`src/rtl/dvp_raw_line_aligner_mc.sv`:
```
// rtl/dvp_raw_line_aligner_mc.sv - N-channel lockstep line reader packing DVP FIFO words into one stream
module dvp_raw_line_aligner_mc #(
  parameter int N_CH            = 2,
  parameter int DATA_W          = 8,
  parameter int LVL_W           = 14,
  parameter int LINE_LEN        = 1280,
  parameter int LINES_PER_FRAME = 720,
  parameter int THRESH          = 1000,
  parameter int TIMEOUT         = 65535
) (
  input  logic                       clk_sys,
  input  logic                       reset_n,
  input  logic [N_CH-1:0]            ch_en,
  input  logic [N_CH*LVL_W-1:0]      fifo_lvl,
  input  logic [N_CH*(DATA_W+2)-1:0] fifo_q,
  output logic [N_CH-1:0]            fifo_rdreq,
  input  logic                       out_ready,
  output logic                       out_valid,
  output logic [N_CH*DATA_W-1:0]     out_data,
  output logic                       out_sof,
  output logic                       out_eol,
  output logic                       out_eof,
  output logic [7:0]                 frame_cnt,
  output logic [9:0]                 line_cnt,
  output logic [N_CH-1:0]            err_align,
  output logic                       err_timeout,
  input  logic                       err_clr
);
  localparam int BEAT_W = $clog2(LINE_LEN + 1);
  localparam int TMR_W  = $clog2(TIMEOUT + 1);
  localparam int PIX_W  = N_CH * DATA_W;
  localparam int ENT_W  = PIX_W + 3;

  typedef enum logic [1:0] {S_WAIT, S_READ, S_CHECK} state_t;
  state_t state, state_nxt;

  logic [N_CH-1:0]   en_r, hit, sof_v, eol_v, align_set;
  logic [PIX_W-1:0]  pix_v;
  logic              all_rdy, any_rdy, partial, to_hit, issue, inflight;
  logic              beat0, last, fs_now, cur_fs, line_fs_r, push, pop;
  logic [BEAT_W-1:0] issued, wr_cnt;
  logic [TMR_W-1:0]  timer;
  logic [9:0]        cur_idx;
  logic [ENT_W-1:0]  ent, head;
  logic [ENT_W-1:0]  mem [4];
  logic [1:0]        wr_ptr, rd_ptr;
  logic [2:0]        buf_cnt;

  always_comb begin
    hit   = '0;
    sof_v = '0;
    eol_v = '0;
    pix_v = '0;
    for (int i = 0; i < N_CH; i++) begin
      hit[i]                    = fifo_lvl[i*LVL_W +: LVL_W] >= LVL_W'(THRESH);
      pix_v[i*DATA_W +: DATA_W] = en_r[i] ? fifo_q[i*(DATA_W+2) +: DATA_W] : '0;
      sof_v[i]                  = fifo_q[i*(DATA_W+2) + DATA_W];
      eol_v[i]                  = fifo_q[i*(DATA_W+2) + DATA_W + 1];
    end
  end

  assign all_rdy = &(~ch_en | hit);
  assign any_rdy = |(ch_en & hit);
  assign partial = any_rdy & ~all_rdy;
  assign to_hit  = (state == S_WAIT) && partial && (timer == TMR_W'(TIMEOUT));

  // Keep at most 3 words owed to the 4-deep buffer so a stalled sink never overflows it
  assign issue = (state == S_READ) && ((buf_cnt + {2'b00, inflight}) <= 3'd2) &&
                 (issued < BEAT_W'(LINE_LEN));
  assign fifo_rdreq = issue ? en_r : '0;

  assign beat0   = (wr_cnt == '0);
  assign last    = (wr_cnt == BEAT_W'(LINE_LEN - 1));
  assign fs_now  = beat0 && (|(en_r & sof_v));
  assign cur_fs  = beat0 ? fs_now : line_fs_r;
  assign cur_idx = cur_fs ? 10'd0 : line_cnt;

  assign align_set = !inflight ? '0 :
                     ((fs_now ? (en_r & ~sof_v) : '0) |
                      (last ? (en_r & ~eol_v) : (en_r & eol_v)));
  assign ent = {fs_now, last, last && (cur_idx == 10'(LINES_PER_FRAME - 1)), pix_v};

  always_ff @(posedge clk_sys or negedge reset_n) begin
    if (!reset_n) state <= S_WAIT;
    else          state <= state_nxt;
  end

  always_comb begin
    state_nxt = state;
    case (state)
      S_WAIT:  if (all_rdy && (ch_en != '0)) state_nxt = S_READ;
      S_READ:  if (inflight && last) state_nxt = S_CHECK;
      S_CHECK: state_nxt = S_WAIT;
      default: state_nxt = S_WAIT;
    endcase
  end

  always_ff @(posedge clk_sys or negedge reset_n) begin
    if (!reset_n) begin
      en_r        <= '0;
      issued      <= '0;
      wr_cnt      <= '0;
      timer       <= '0;
      inflight    <= 1'b0;
      line_fs_r   <= 1'b0;
      line_cnt    <= '0;
      frame_cnt   <= '0;
      err_align   <= '0;
      err_timeout <= 1'b0;
    end else begin
      inflight <= issue;
      if (state == S_WAIT) begin
        en_r   <= ch_en;
        issued <= '0;
        wr_cnt <= '0;
        timer  <= (partial && !to_hit) ? timer + 1'b1 : '0;
      end else begin
        timer <= '0;
        if (issue)    issued <= issued + 1'b1;
        if (inflight) wr_cnt <= wr_cnt + 1'b1;
      end
      if (inflight && beat0) line_fs_r <= fs_now;
      if (state == S_CHECK) begin
        if (line_fs_r) frame_cnt <= frame_cnt + 8'd1;
        line_cnt <= (cur_idx == 10'(LINES_PER_FRAME - 1)) ? 10'd0 : cur_idx + 10'd1;
      end
      err_align   <= err_clr ? '0 : (err_align | align_set);
      err_timeout <= err_clr ? 1'b0 : (err_timeout | to_hit);
    end
  end

  // Flags ride in the buffer entry alongside the pixels: {sof, eol, eof, data}
  assign push = inflight;
  assign pop  = out_valid & out_ready;

  always_ff @(posedge clk_sys) begin
    if (push) mem[wr_ptr] <= ent;
  end

  always_ff @(posedge clk_sys or negedge reset_n) begin
    if (!reset_n) begin
      wr_ptr  <= '0;
      rd_ptr  <= '0;
      buf_cnt <= '0;
    end else begin
      if (push) wr_ptr <= wr_ptr + 2'd1;
      if (pop)  rd_ptr <= rd_ptr + 2'd1;
      buf_cnt <= buf_cnt + {2'b00, push} - {2'b00, pop};
    end
  end

  assign out_valid = (buf_cnt != 3'd0);
  assign head      = out_valid ? mem[rd_ptr] : '0;
  assign out_data  = head[PIX_W-1:0];
  assign out_eof   = head[PIX_W];
  assign out_eol   = head[PIX_W+1];
  assign out_sof   = head[PIX_W+2];
endmodule
```
`config.mk`:
```
export PLATFORM = sky130hd
export DESIGN_NAME = dvp_raw_line_aligner_mc
export DESIGN_NICKNAME = d
export VERILOG_FILES = /design/src/rtl/dvp_raw_line_aligner_mc.sv
export SDC_FILE = /design/constraint.sdc
export NUM_CORES = 1
export LEC_CHECK = 0
export ABC_AREA = 1
export BUFFER_PORTS_ARGS = -buffer_cell sky130_fd_sc_hd__buf_2
export CAP_MARGIN = 20
export CORE_MARGIN = 2
export CORE_UTILIZATION = 43
export DETAILED_ROUTE_END_ITERATION = 16
export SETUP_SLACK_MARGIN = 0.1
export SKIP_LAST_GASP = 1
export SLEW_MARGIN = 10
export SYNTH_ARGS = -nofsm -noshare
export SYNTH_HDL_FRONTEND = slang
export SYNTH_SLANG_ARGS = --single-unit
```
`constraint.sdc`:
```
create_clock -name clk_sys -period 3.2 [get_ports clk_sys]
set_input_delay 0.64 -clock clk_sys [delete_from_list [all_inputs] [get_ports clk_sys]]
set_output_delay 0.64 -clock clk_sys [all_outputs]
set_load 0.02 [all_outputs]
```
After elaboration in Yosys (flattened, before gate mapping)
Memories as Yosys holds them, arrays and structs flattened.
Index checks and enable logic that the tools add are counted.
{"block": "word_totals", "reg_bits": 72, "memories": 1, "out_inout_bits": 43, "inputBits": 54, "ramBits": 76}
{"block": "op_classes", "addsub": 9, "n_eq_ne": 7, "bitwise": 15, "order_cmp": 4, "mux": 23, "reduce_logical": 22}
{"name": "mem", "depth": 4, "word_bits": 19, "rd": 1, "rd_clocked_by_memory_dff": 0, "write_ports": 1, "line": "45", "rtl": "logic [ENT_W-1:0] mem [4];"}
{"op": "11-bit two-way mux", "n": 4}
{"op": "16-bit two-way mux", "n": 2}
{"op": "14-bit by 10-bit greater-or-equal comparator with 1-bit output, second input constant", "n": 2}
{"op": "11-bit by 1-bit adder with 11-bit output, second input constant", "n": 2}
{"op": "10-bit two-way mux", "n": 2}
{"op": "19-bit two-way mux", "n": 1}
{"op": "16-bit by 1-bit adder with 16-bit output, second input constant", "n": 1}
{"op": "16-bit equality test, second input constant", "n": 1}
{"op": "8-bit two-way mux", "n": 2}
{"op": "2-bit two-way mux", "n": 7}
{"op": "11-bit equality test, second input constant", "n": 1}
{"op": "11-bit logical NOT", "n": 1}
{"op": "11-bit < comparator, second input constant", "n": 1}
{"op": "10-bit by 1-bit adder with 10-bit output, second input constant", "n": 1}
{"op": "2-bit bitwise AND", "n": 5}
{"op": "10-bit equality test, second input constant", "n": 1}
{"op": "1-bit logical AND", "n": 10}
{"op": "8-bit by 1-bit adder with 8-bit output, second input constant", "n": 1}
{"op": "2-bit inverter", "n": 3}
{"op": "2-bit OR", "n": 3}
{"op": "2-bit AND reduction", "n": 3}
{"op": "2-bit nonzero test", "n": 3}
{"op": "2-bit by 1-bit adder with 2-bit output, second input constant", "n": 2}
{"op": "1-bit two-way mux", "n": 4}
{"op": "other kinds (14)", "n": 17}

Longest topological paths before layout
Gate-level depths: netlist of the first run.
{"block": "depth", "word_depth": 11, "mapped_depth": 16, "mapped_depth_nobuf": 16}

Worst setup path after synthesis of the first run
No wires, ideal clock.
{"block": "synth_timing", "path_type": "register to register", "startpoint": "register wr_cnt[0]", "endpoint": "memory mem[0][16] in the netlist's numbering, data pin", "path_slack_ps": 972, "synth_period_minus_slack_ps": 2228, "setup_ps": 168, "arrival_time_ps": 2060, "stages_incl_launch_ff": 14, "path_cell_list": "dfrtp_1 inv_1 ha_1 inv_1 nor2_1 nand3_2 o21ai_4 nand2_4 nor2_1 ha_1 nand4_4 nor2_8 nand2_1 nor2_1"}
{"block": "synth_between", "elab_chain_cells": 6}
{"item": "from (decl)", "line": "41", "rtl": "logic [BEAT_W-1:0] issued, wr_cnt;"}
{"item": "from (signal assigned)", "line": "120", "rtl": "if (inflight) wr_cnt <= wr_cnt + 1'b1;"}
{"item": "11-bit logical NOT", "line": "72", "rtl": "assign beat0 = (wr_cnt == '0);"}
{"item": "1-bit logical AND", "line": "74", "rtl": "assign fs_now = beat0 && (|(en_r & sof_v));"}
{"item": "1-bit two-way mux", "line": "75", "rtl": "assign cur_fs = beat0 ? fs_now : line_fs_r;"}
{"item": "10-bit two-way mux", "line": "76", "rtl": "assign cur_idx = cur_fs ? 10'd0 : line_cnt;"}
{"item": "10-bit equality test", "line": "81", "rtl": "assign ent = {fs_now, last, last && (cur_idx == 10'(LINES_PER_FRAME - 1)), pix_v};"}
{"item": "1-bit logical AND *", "line": "81"}
{"item": "named net ent[16]", "line": "44", "rtl": "logic [ENT_W-1:0] ent, head;"}
{"item": "to (decl)", "line": "45"}
The timed path passes the listed nets; every way through them passes the cells marked *.

Worst setup path in the final report of the first run
{"block": "layout_timing", "startpoint": "register inflight", "endpoint": "output fifo_rdreq[1]"}
{"block": "layout_between", "elab_chain_cells": 5}
{"item": "from (decl)", "line": "39", "rtl": "logic all_rdy, any_rdy, partial, to_hit, issue, inflight;"}
{"item": "from (signal assigned)", "line": "111", "rtl": "inflight <= issue;"}
{"item": "3-bit by 1-bit adder with 3-bit output", "line": "68", "rtl": "assign issue = (state == S_READ) && ((buf_cnt + {2'b00, inflight}) <= 3'd2) &&"}
{"item": "3-bit by 2-bit less-or-equal comparator with 1-bit output", "line": "68"}
{"item": "1-bit logical AND (2 in a row)", "line": "68"}
{"item": "2-bit two-way mux", "line": "70", "rtl": "assign fifo_rdreq = issue ? en_r : '0;"}
{"item": "to (decl)", "line": "16", "rtl": "output logic [N_CH-1:0] fifo_rdreq,"}
Every way passes these cells.

==> run_results.csv, run 1 <==
group,metric,value,unit
run_status,status,"completed",
pwr,power_density,891,nW/um^2
synth,synth_top_cell_area_share,0.326,
layout,fin_nets,913,
placement,io_buffers,90,
setup_path,cp-end-kind,"output port",
placement,post-dp-hpwl,10300,um
setup_path,crit_path_start_kind,"register",
clocking,cts.reportedPaths.clkPinSlew,0.06,ns
global_route,grt_max_degree,40,
pwr,ir_drop,0.429,mV
synth,ys_seq_elements,148,
synth,synthXorXnorAreaFrac,0.0288,
clocking,cts.sinks,148,
synth,muxShareOfSynthArea,0.00161,
clocking,hold_buffers,0,
layout,n_fill_cell,1448,
timing,fin_crit_sh,0.912,
job,cap_violations,0,
clocking,cts_tree,"done",
synth,synth-compound-area-share,0.0828,
timing,max_slew.worst_pin.slew,0.969,ns
timing,setup_violations,0,
synth,synth_area_per_cell,9.36,um^2
detailed_routing,routed_wirelength,15500,um
detailed_routing,via_count,5348,
placement,place_ws,0.607,ns
synth,yosysUniqueCellTypes,43,
synth,synth_area,7000,um^2
detailed_routing,drt_iter0_drc,329,
timing,slew_viol_final,0,
die,die-area,17300,um^2
synth,synth_area_leader_cell,"edfxtp_1",
die,start_util,0.441,
placement,gp_congestion,0.827,
synth,ys_seq_area_frac,0.583,
timing,finalHoldViolCount,0,
timing,relSlewSlack,0.353,
timing,holdWs,0.215,ns
synth,yosysMostFrequentCell,"nor2_1",
setup_path,cp.required,2.56,ns
hold_path,min_path_type,"in2async",
timing,skew,0.00568,ns
global_route,antenna_found_initial,0,
die,num_io_pins,97,
die,die_w,132,um
layout,final_util,0.529,
die,fp.coreArea,15900,um^2
layout,antennaDiodeCount,0,
synth,post_synth_fa_ha_maj_area_fraction,0.0250,
detailed_routing,vias_per_cell,4.98,
die,num_rows,46,
synth,synth_common_cells,"nor2_1, nand2_1, inv_1, edfxtp_1, dfrtp_1",
setup_path,worst_ep_arrival_time,2.28,ns
synth,syn_inst,748,
setup_path,crit_fanout,15,
layout,drive_gt1_frac,0.185,
setup_path,path_class,"reg2out",
global_route,grt-ovfl-total,0,
timing,rsz0062_at_grt,"false",
global_route,grt_pass1_wl,25700,um
detailed_routing,dr.pass1.iters,5,
pwr,p_total,7.49,mW
synth,dominantRegCellSynth,"edfxtp_1",
synth,synth_simple_gate_area_share,0.219,
synth,synth-edff-count,76,
timing,max_freq,343,MHz
layout,area_growth,20.0,%
clocking,cts_buffers,17,
detailed_routing,wl_per_cell,14.4,um
pwr,p_leak,3.76,nW
synth,syn_nets,816,
global_route,grt.total_usage,0.186,
detailed_routing,postRouteAntennaNets,0,
clocking,htreeDepth,4,
synth,synth_top_family_by_area,"simple AND/OR/NAND/NOR gates",
clocking,cts_buffer_depth,2,
die,die_h,132,um
clocking,clk_latency,0.42,ns
clocking,cts-root-buf,"clkbuf_16",
timing,min_period,2.92,ns
timing,layout_setup_ws,0.281,ns
timing,tns,0,ns
global_route,grt_pass1_vias,5306,
synth,ys_warn_count,0,
detailed_routing,remaining_drc_errors,0,
synth,synthTopCellsByArea,"edfxtp_1, dfrtp_1, nor2_1",
synth,synthArstFlopShare,0.486,
-- area by class of cell --
cell class	count	area, um^2	area share
tap	216	270	0.0322
clock inverter	14	258	0.0307
multi-input combinational	492	2500	0.298
timing repair buffer	98	523	0.0623
inverter	88	330	0.0393
clock buffer	18	429	0.0511
sequential	148	4090	0.486
-- placed cells by master (no fill, tap or decap), types with 21 or more instances in the layout --
cell type  count
nor2_1       141
nand2_1      110
buf_2         90
inv_1         80
edfxtp_1      76
dfrtp_1       71
o21ai_0       57
a21oi_1       35
nand3_1       34
nor3_1        21
-- registers in the layout, summed over array words and instances (netlist names), 3 cells and up --
register and flops:
line_cnt 10, mem 76, frame_cnt 8, wr_cnt 11, buf_cnt 3, timer 16, issued 11
-- layer usage --
layer,vias up,wire [um],global-route usage
met5,-,0,0
met2,133,7640,0.319
met1,2527,7040,0.232
li1,2674,-,-
met3,14,587,0.0390
met4,0,183,0.0670
-- repair_timing --
item                       4_1_cts  5_1_grt
setup buffers                    0        0
setup endpoints to repair        0        2
gates resized for setup          0        1
hold endpoints to repair         0        0
-- final timing paths --
check,startpoint,endpoint,slack (ns),depth (start not counted)
worst min register to register,frame_cnt[7],frame_cnt[7],0.47,1
max in group asynchronous,reset_n,inflight,2.36,2
min in group clk_sys,err_clr,err_align[0],0.39,2
worst max-delay path,inflight,fifo_rdreq[1],0.28,6
worst min-delay path,reset_n,timer[9],0.21,1
worst max register to register,wr_cnt[1],mem[2][16],0.50,13
-- cells by family after synthesis --
kind of cell               after synthesis
and+or+nand+nor                        346
DFF                                    148
AOI/OAI and AO/OA                      108
buffers and inverters                  108
xor gates and xnor gates                23
adders and majority gates               14
muxes                                    1
-- power by group --
group | switching (mW) | internal (mW)
combinational | 1.75 | 0.799
clock | 0.767 | 1.54
sequential | 0.221 | 2.41
-- metrics by stage --
stage	area [um^2]	instances
finish	8400	1074
global route	8400	1074
floorplan	7000	748
CTS	8400	1074
global placement	7710	1042
detailed placement	7710	1042
-- critical path, cell delays in order (launching register included) --
cell and delay, ns:
dfrtp_2 0.51, ha_1 0.24, ha_1 0.29, a22oi_1 0.17, nand2_1 0.21, nor2_1 0.24, buf_2 0.21
No activity file was read; power rests on OpenSTA's default activity.
==> run 2: changes to the inputs <==
--- a/config.mk
+++ b/config.mk
@@ -5,12 +5,12 @@
 export SDC_FILE = /design/constraint.sdc
 export NUM_CORES = 1
 export LEC_CHECK = 0
-export ABC_AREA = 1
 export BUFFER_PORTS_ARGS = -buffer_cell sky130_fd_sc_hd__buf_2
 export CAP_MARGIN = 20
 export CORE_MARGIN = 2
 export CORE_UTILIZATION = 43
 export DETAILED_ROUTE_END_ITERATION = 16
+export HOLD_SLACK_MARGIN = 0.12
 export SETUP_SLACK_MARGIN = 0.1
 export SKIP_LAST_GASP = 1
 export SLEW_MARGIN = 10
==> run_results.csv, run 2 <==
group,metric,value,unit
synth,synth_common_cells,"edfxtp_1, dfrtp_1, and2_1, nand2_1, nor2_1",
synth,syn_nets,605,
setup_path,ff2ff_path_depth,12,
global_route,grt_max_degree,73,
timing,fin_crit_sh,0.919,
synth,ys_warn_count,0,
placement,post-dp-hpwl,9960,um
layout,final_cells,884,
setup_path,path_class,"reg2out",
detailed_routing,drt_iter0_drc,320,
timing,slew_viol_final,0,
placement,place_ws,0.0808,ns
pwr,pwr-share-comb,0.297,
synth,synth_area_per_cell,12.8,um^2
layout,biggestRegsByFlops,"mem (76), timer (16)",
timing,relSlewSlack,0.377,
pwr,seq_power_share,0.389,
setup_path,cp.required,2.56,ns
die,die-area,17000,um^2
setup_path,worst_ep_arrival_time,2.30,ns
clocking,cts-root-buf,"clkbuf_16",
clocking,hold_buffers,0,
timing,max_freq,340,MHz
detailed_routing,remaining_drc_errors,0,
synth,synth_top_cell_area_share,0.332,
layout,final_util,0.530,
pwr,p_leak,3.48,nW
layout,area_growth,21.8,%
layout,n_fill_cell,1421,
die,die_w,130,um
clocking,cts_buffer_depth,2,
synth,yosysMostFrequentCell,"edfxtp_1",
die,start_util,0.435,
layout,largest_register_ffs,76,
timing,finalHoldViolCount,0,
synth,synth_area_leader_cell,"edfxtp_1",
synth,dominantRegCellSynth,"edfxtp_1",
clocking,cts_tree,"done",
timing,max_slew.worst_pin.slew,0.933,ns
detailed_routing,vias_per_cell,5.28,
placement,io_buffers,90,
die,num_io_pins,97,
synth,synthArstFlopShare,0.486,
detailed_routing,dr.pass1.iters,4,
pwr,clkPwrFrac,0.314,
global_route,grt_pass1_vias,4774,
placement,placedCellCount,845,
detailed_routing,via_count,4670,
die,num_rows,46,
detailed_routing,postRouteAntennaNets,0,
global_route,grt-ovfl-total,0,
timing,setup_violations,0,
timing,min_period,2.94,ns
clocking,htreeDepth,4,
detailed_routing,wl_per_cell,16.7,um
pwr,power_density,757,nW/um^2
setup_path,crit_path_start_kind,"register",
layout,ff_latch_area,4080,um^2
layout,regMostFlops,"mem",
pwr,ir_drop,0.447,mV
layout,layout_common_cells,"buf_2, edfxtp_1, dfrtp_1, and2_1, buf_4",
synth,synth_area,6870,um^2
layout,antennaDiodeCount,0,
setup_path,cp-end-kind,"output port",
layout,fin_nets,723,
layout,drive_gt1_frac,0.286,
layout,multi_input_area,2680,um^2
pwr,p_sw,1.99,mW
layout,final_common_cell,"buf_2",
global_route,antenna_found_initial,0,
timing,rsz0062_at_grt,"false",
clocking,cts.reportedPaths.clkPinSlew,0.06,ns
clocking,cts_buffers,17,
global_route,grt.total_usage,0.183,
pwr,p_int,4.35,mW
job,cap_violations,0,
global_route,grt_pass1_wl,23700,um
clocking,cts.sinks,148,
synth,ys_seq_area_frac,0.595,
synth,synthTopCellsByArea,"edfxtp_1, dfrtp_1, mux4_2",
synth,synth-edff-count,76,
synth,ys_seq_elements,148,
die,fp.coreArea,15800,um^2
clocking,clk_latency,0.42,ns
timing,layout_setup_ws,0.258,ns
run_status,status,"completed",
hold_path,min_path_type,"in2async",
setup_path,r2r_slack,0.29,ns
setup_path,crit_fanout,6,
detailed_routing,routed_wirelength,14700,um
die,die_h,130,um
synth,yosysUniqueCellTypes,55,
placement,gp_congestion,0.836,
synth,syn_inst,537,
timing,skew,0.00456,ns
pwr,p_sw_frac,0.314,
timing,tns,0,ns
## run 2: cell types whose count changed in the layout (fill, tap and decap cells not counted), sizes merged, moves of 24 or more
cell	delta
and2	+48
inv	-66
nand2	-83
nand3	-24
nor2	-121
o21ai	-46
## run 2: worst paths after layout
check / to / start
setup / recovery: fifo_rdreq[0] / inflight
hold / removal: buf_cnt[2] / reset_n
setup reg to reg: line_cnt[7] / wr_cnt[1]
hold reg to reg: timer[0] / timer[0]
max in group asynchronous: timer[14] / reset_n
min in group clk_sys: err_align[1] / err_clr
## run 2: metal layers
metal	vias up	track usage	share of wire
met5	-	0	0
met4	0	0.0657	0.013
met3	17	0.0394	0.030
met2	74	0.314	0.50
met1	2338	0.231	0.45
li1	2241	-	-
## run 2: layout make-up
| type | instances | area share |
|---|---|---|
| Timing Repair Buffer | 119 | 0.0799 |
| Inverter | 19 | 0.00853 |
| Clock buffer | 17 | 0.0509 |
| Tap cell | 216 | 0.0323 |
| Clock inverter | 15 | 0.0196 |
| Sequential cell | 148 | 0.488 |
| Multi-Input combinational cell | 350 | 0.321 |
## run 2: kinds of logic after synthesis
kind of cell | Yosys count | synth area share
buffers and inverters | 39 | 0.0224
muxes | 29 | 0.0776
and+or+nand+nor | 209 | 0.174
adders and majority gates | 14 | 0.0255
DFF | 148 | 0.595
xor gates and xnor gates | 34 | 0.0434
AOI/OAI and AO/OA | 64 | 0.0621
## run 2: worst max-delay path, cell delays in order, from the launching register on
cell,delay (ns)
dfrtp_1,0.40
ha_1,0.21
ha_1,0.21
xnor2_2,0.21
nand4_1,0.25
inv_1,0.25
and2_1,0.19
buf_2,0.17
## run 2: repair_timing
action | 4_1_cts | 5_1_grt
endpoints found under the setup margin | 5 | 7
resized for setup | 0 | 8
cloned | 0 | 0
setup buffers | 2 | 5
pin swaps | 2 | 3
## run 2: power by group through the flow
stage / logic, mW / registers, mW / clock network [mW]
CTS: 1.81 / 2.47 / 2.03
global route: 2.07 / 2.50 / 2.13
floorplan: 1.25 / 2.45 / 0
detailed placement: 1.80 / 2.50 / 0
finish: 1.88 / 2.47 / 1.99
global placement: 1.75 / 2.49 / 0
## run 2: metrics by stage
stage               cell area, um^2  power [mW]  hold WS [ns]
global route                   8360        6.70         0.454
CTS                            8290        6.31         0.444
global placement               7680        4.24         0.447
finish                         8360        6.33         0.447
floorplan                      6880        3.70         0.344
detailed placement             7680        4.30         0.458
==> run 3: changes to the inputs <==
--- a/config.mk
+++ b/config.mk
@@ -5,12 +5,15 @@
 export SDC_FILE = /design/constraint.sdc
 export NUM_CORES = 1
 export LEC_CHECK = 0
+export ABC_AREA = 1
 export BUFFER_PORTS_ARGS = -buffer_cell sky130_fd_sc_hd__buf_2
 export CAP_MARGIN = 20
 export CORE_MARGIN = 2
 export CORE_UTILIZATION = 43
 export DETAILED_ROUTE_END_ITERATION = 16
+export GPL_ROUTABILITY_DRIVEN = 0
 export HOLD_SLACK_MARGIN = 0.12
+export PLACE_DENSITY = 0.66
 export SETUP_SLACK_MARGIN = 0.1
 export SKIP_LAST_GASP = 1
 export SLEW_MARGIN = 10
==> run_results.csv, run 3 (synthesis results as in run 1) <==
group,metric,value,unit
clocking,hold_buffers,0,
layout,largest_register_ffs,76,
setup_path,critPathMaxStageDelay,0.78,ns
detailed_routing,dr.pass1.iters,7,
hold_path,min_path_type,"in2async",
timing,max_freq,351,MHz
setup_path,r2r-end,"mem[3][16]",
placement,place_ws,0.610,ns
setup_path,crit_fanout,22,
layout,antennaDiodeCount,0,
clocking,cts_tree,"done",
timing,fin_crit_sh,0.889,
detailed_routing,wl_met1,6440,um
setup_path,cp.required,2.56,ns
run_status,status,"completed",
setup_path,crit_path_start_kind,"register",
layout,final_area,8310,um^2
clocking,htreeDepth,4,
setup_path,worst_ep_arrival_time,2.21,ns
timing,layout_setup_ws,0.354,ns
clocking,cts_buffers,17,
pwr,p_leak,3.72,nW
global_route,grt_max_degree,73,
timing,finalHoldViolCount,0,
timing,skew,0.00727,ns
detailed_routing,wl_per_cell,13.5,um
layout,multi_input_area,2500,um^2
setup_path,startpoint,"rd_ptr[0]",
global_route,grt_pass1_vias,5098,
detailed_routing,vias_per_cell,4.88,
die,num_io_pins,97,
layout,fin_nets,911,
layout,ff_latch_area,4080,um^2
clocking,cts.sinks,148,
layout,final_common_cell,"nor2_1",
global_route,grt.total_usage,0.178,
die,start_util,0.441,
clocking,cts.reportedPaths.clkPinSlew,0.06,ns
pwr,power_density,868,nW/um^2
detailed_routing,dr_wl_met3,748,um
detailed_routing,via_count,5234,
die,die_h,132,um
layout,regMostFlops,"mem",
layout,area_growth,18.7,%
global_route,grt_pass1_wl,24600,um
timing,relSlewSlack,0.387,
layout,final_cells,1072,
setup_path,slowest_stage,"dfrtp_1",
timing,max_slew.worst_pin.slew,0.919,ns
clocking,clk_latency,0.43,ns
layout,biggestRegsByFlops,"mem (76), timer (16)",
die,die_w,132,um
timing,tns,0,ns
clocking,cts_setup_buffers,0,
detailed_routing,routed_wirelength,14500,um
timing,setup_violations,0,
placement,io_buffers,90,
layout,n_fill_cell,1473,
layout,layout_common_cells,"nor2_1, nand2_1, buf_2, inv_1, edfxtp_1",
die,die-area,17300,um^2
placement,placed_area,7690,um^2
placement,placedCellCount,1040,
detailed_routing,postRouteAntennaNets,0,
die,num_rows,46,
layout,drive_gt1_frac,0.183,
placement,post-dp-hpwl,9520,um
detailed_routing,remaining_drc_errors,0,
job,cap_violations,0,
global_route,grt-ovfl-total,0,
detailed_routing,drt_iter0_drc,343,
clocking,cts_resized,0,
setup_path,r2r_slack,0.67,ns
detailed_routing,top_layer,"met4",
timing,min_period,2.85,ns
die,fp.coreArea,15900,um^2
setup_path,path_cells,"buf_4, nor2_1, nor2_1, o21ai_0, a21oi_1, buf_2",
setup_path,cp-end-kind,"output port",
pwr,ir_drop,0.448,mV
setup_path,ff2ff_path_depth,13,
timing,rsz0062_at_grt,"false",
setup_path,cp-endpoint,"out_data[13]",
setup_path,crit_top_cell,"nor2_1",
setup_path,path_class,"reg2out",
clocking,cts-root-buf,"clkbuf_16",
timing,slew_viol_final,0,
clocking,cts_buffer_depth,2,
detailed_routing,dr_wl_met2,7170,um
global_route,antenna_found_initial,0,
setup_path,rr_startpoint,"wr_cnt[1]",
-- run 3: changes by cell type in the layout (fill, tap and decap cells not counted), sizes merged, moves of 22 or more --
cell   change
a21oi     +22
buf       -23
o21ai     +46
and2      -48
nand2     +83
nor2     +121
nand3     +24
inv       +72
-- run 3: cell type report --
class                           instances  share of cell area
Inverter                               88              0.0401
Clock inverter                         15              0.0235
Multi-Input combinational cell        492               0.301
Tap cell                              216              0.0325
Sequential cell                       148               0.491
Timing Repair Buffer                   96              0.0599
Clock buffer                           17              0.0512
-- run 3: worst min-delay path by stage --
stage | start | slack [ns] | to
6_report | reset_n | 0.32 | line_cnt[8]
2_1_floorplan | reset_n | 0.34 | buf_cnt[0]
3_5_place_dp | timer[0] | 0.45 | timer[0]
3_3_place_gp | timer[0] | 0.45 | timer[0]
4_1_cts | reset_n | 0.39 | line_cnt[8]
5_1_grt | err_clr | 0.40 | err_align[0]
-- run 3: per-layer routing --
metal | global-route usage | up-vias
li1 | - | 2679
met1 | 0.225 | 2426
met2 | 0.300 | 117
met3 | 0.0436 | 12
met4 | 0.0580 | 0
met5 | 0 | -
-- run 3: stage by stage --
stage,hold WS (ns),utilization,power (mW)
global route,0.403,0.523,7.74
floorplan,0.344,-,4.42
finish,0.321,0.523,7.21
detailed placement,0.454,0.484,5.18
global placement,0.450,0.484,5.12
CTS,0.387,0.523,7.28
-- run 3: worst max-delay path: cells and delay by family (launching register included) --
family	cells	cell delay, ns
compound gates	2	0.28
buf+inv	2	0.56
simple gates	2	0.17
flops	1	0.78
-- run 3: power breakdown --
part / leakage (nW) / internal (mW) / switching, mW
Clock: 0.303 / 1.25 / 0.834
Combinational: 1.83 / 0.797 / 1.70
Sequential: 1.59 / 2.41 / 0.223
Total: 3.72 / 4.45 / 2.76
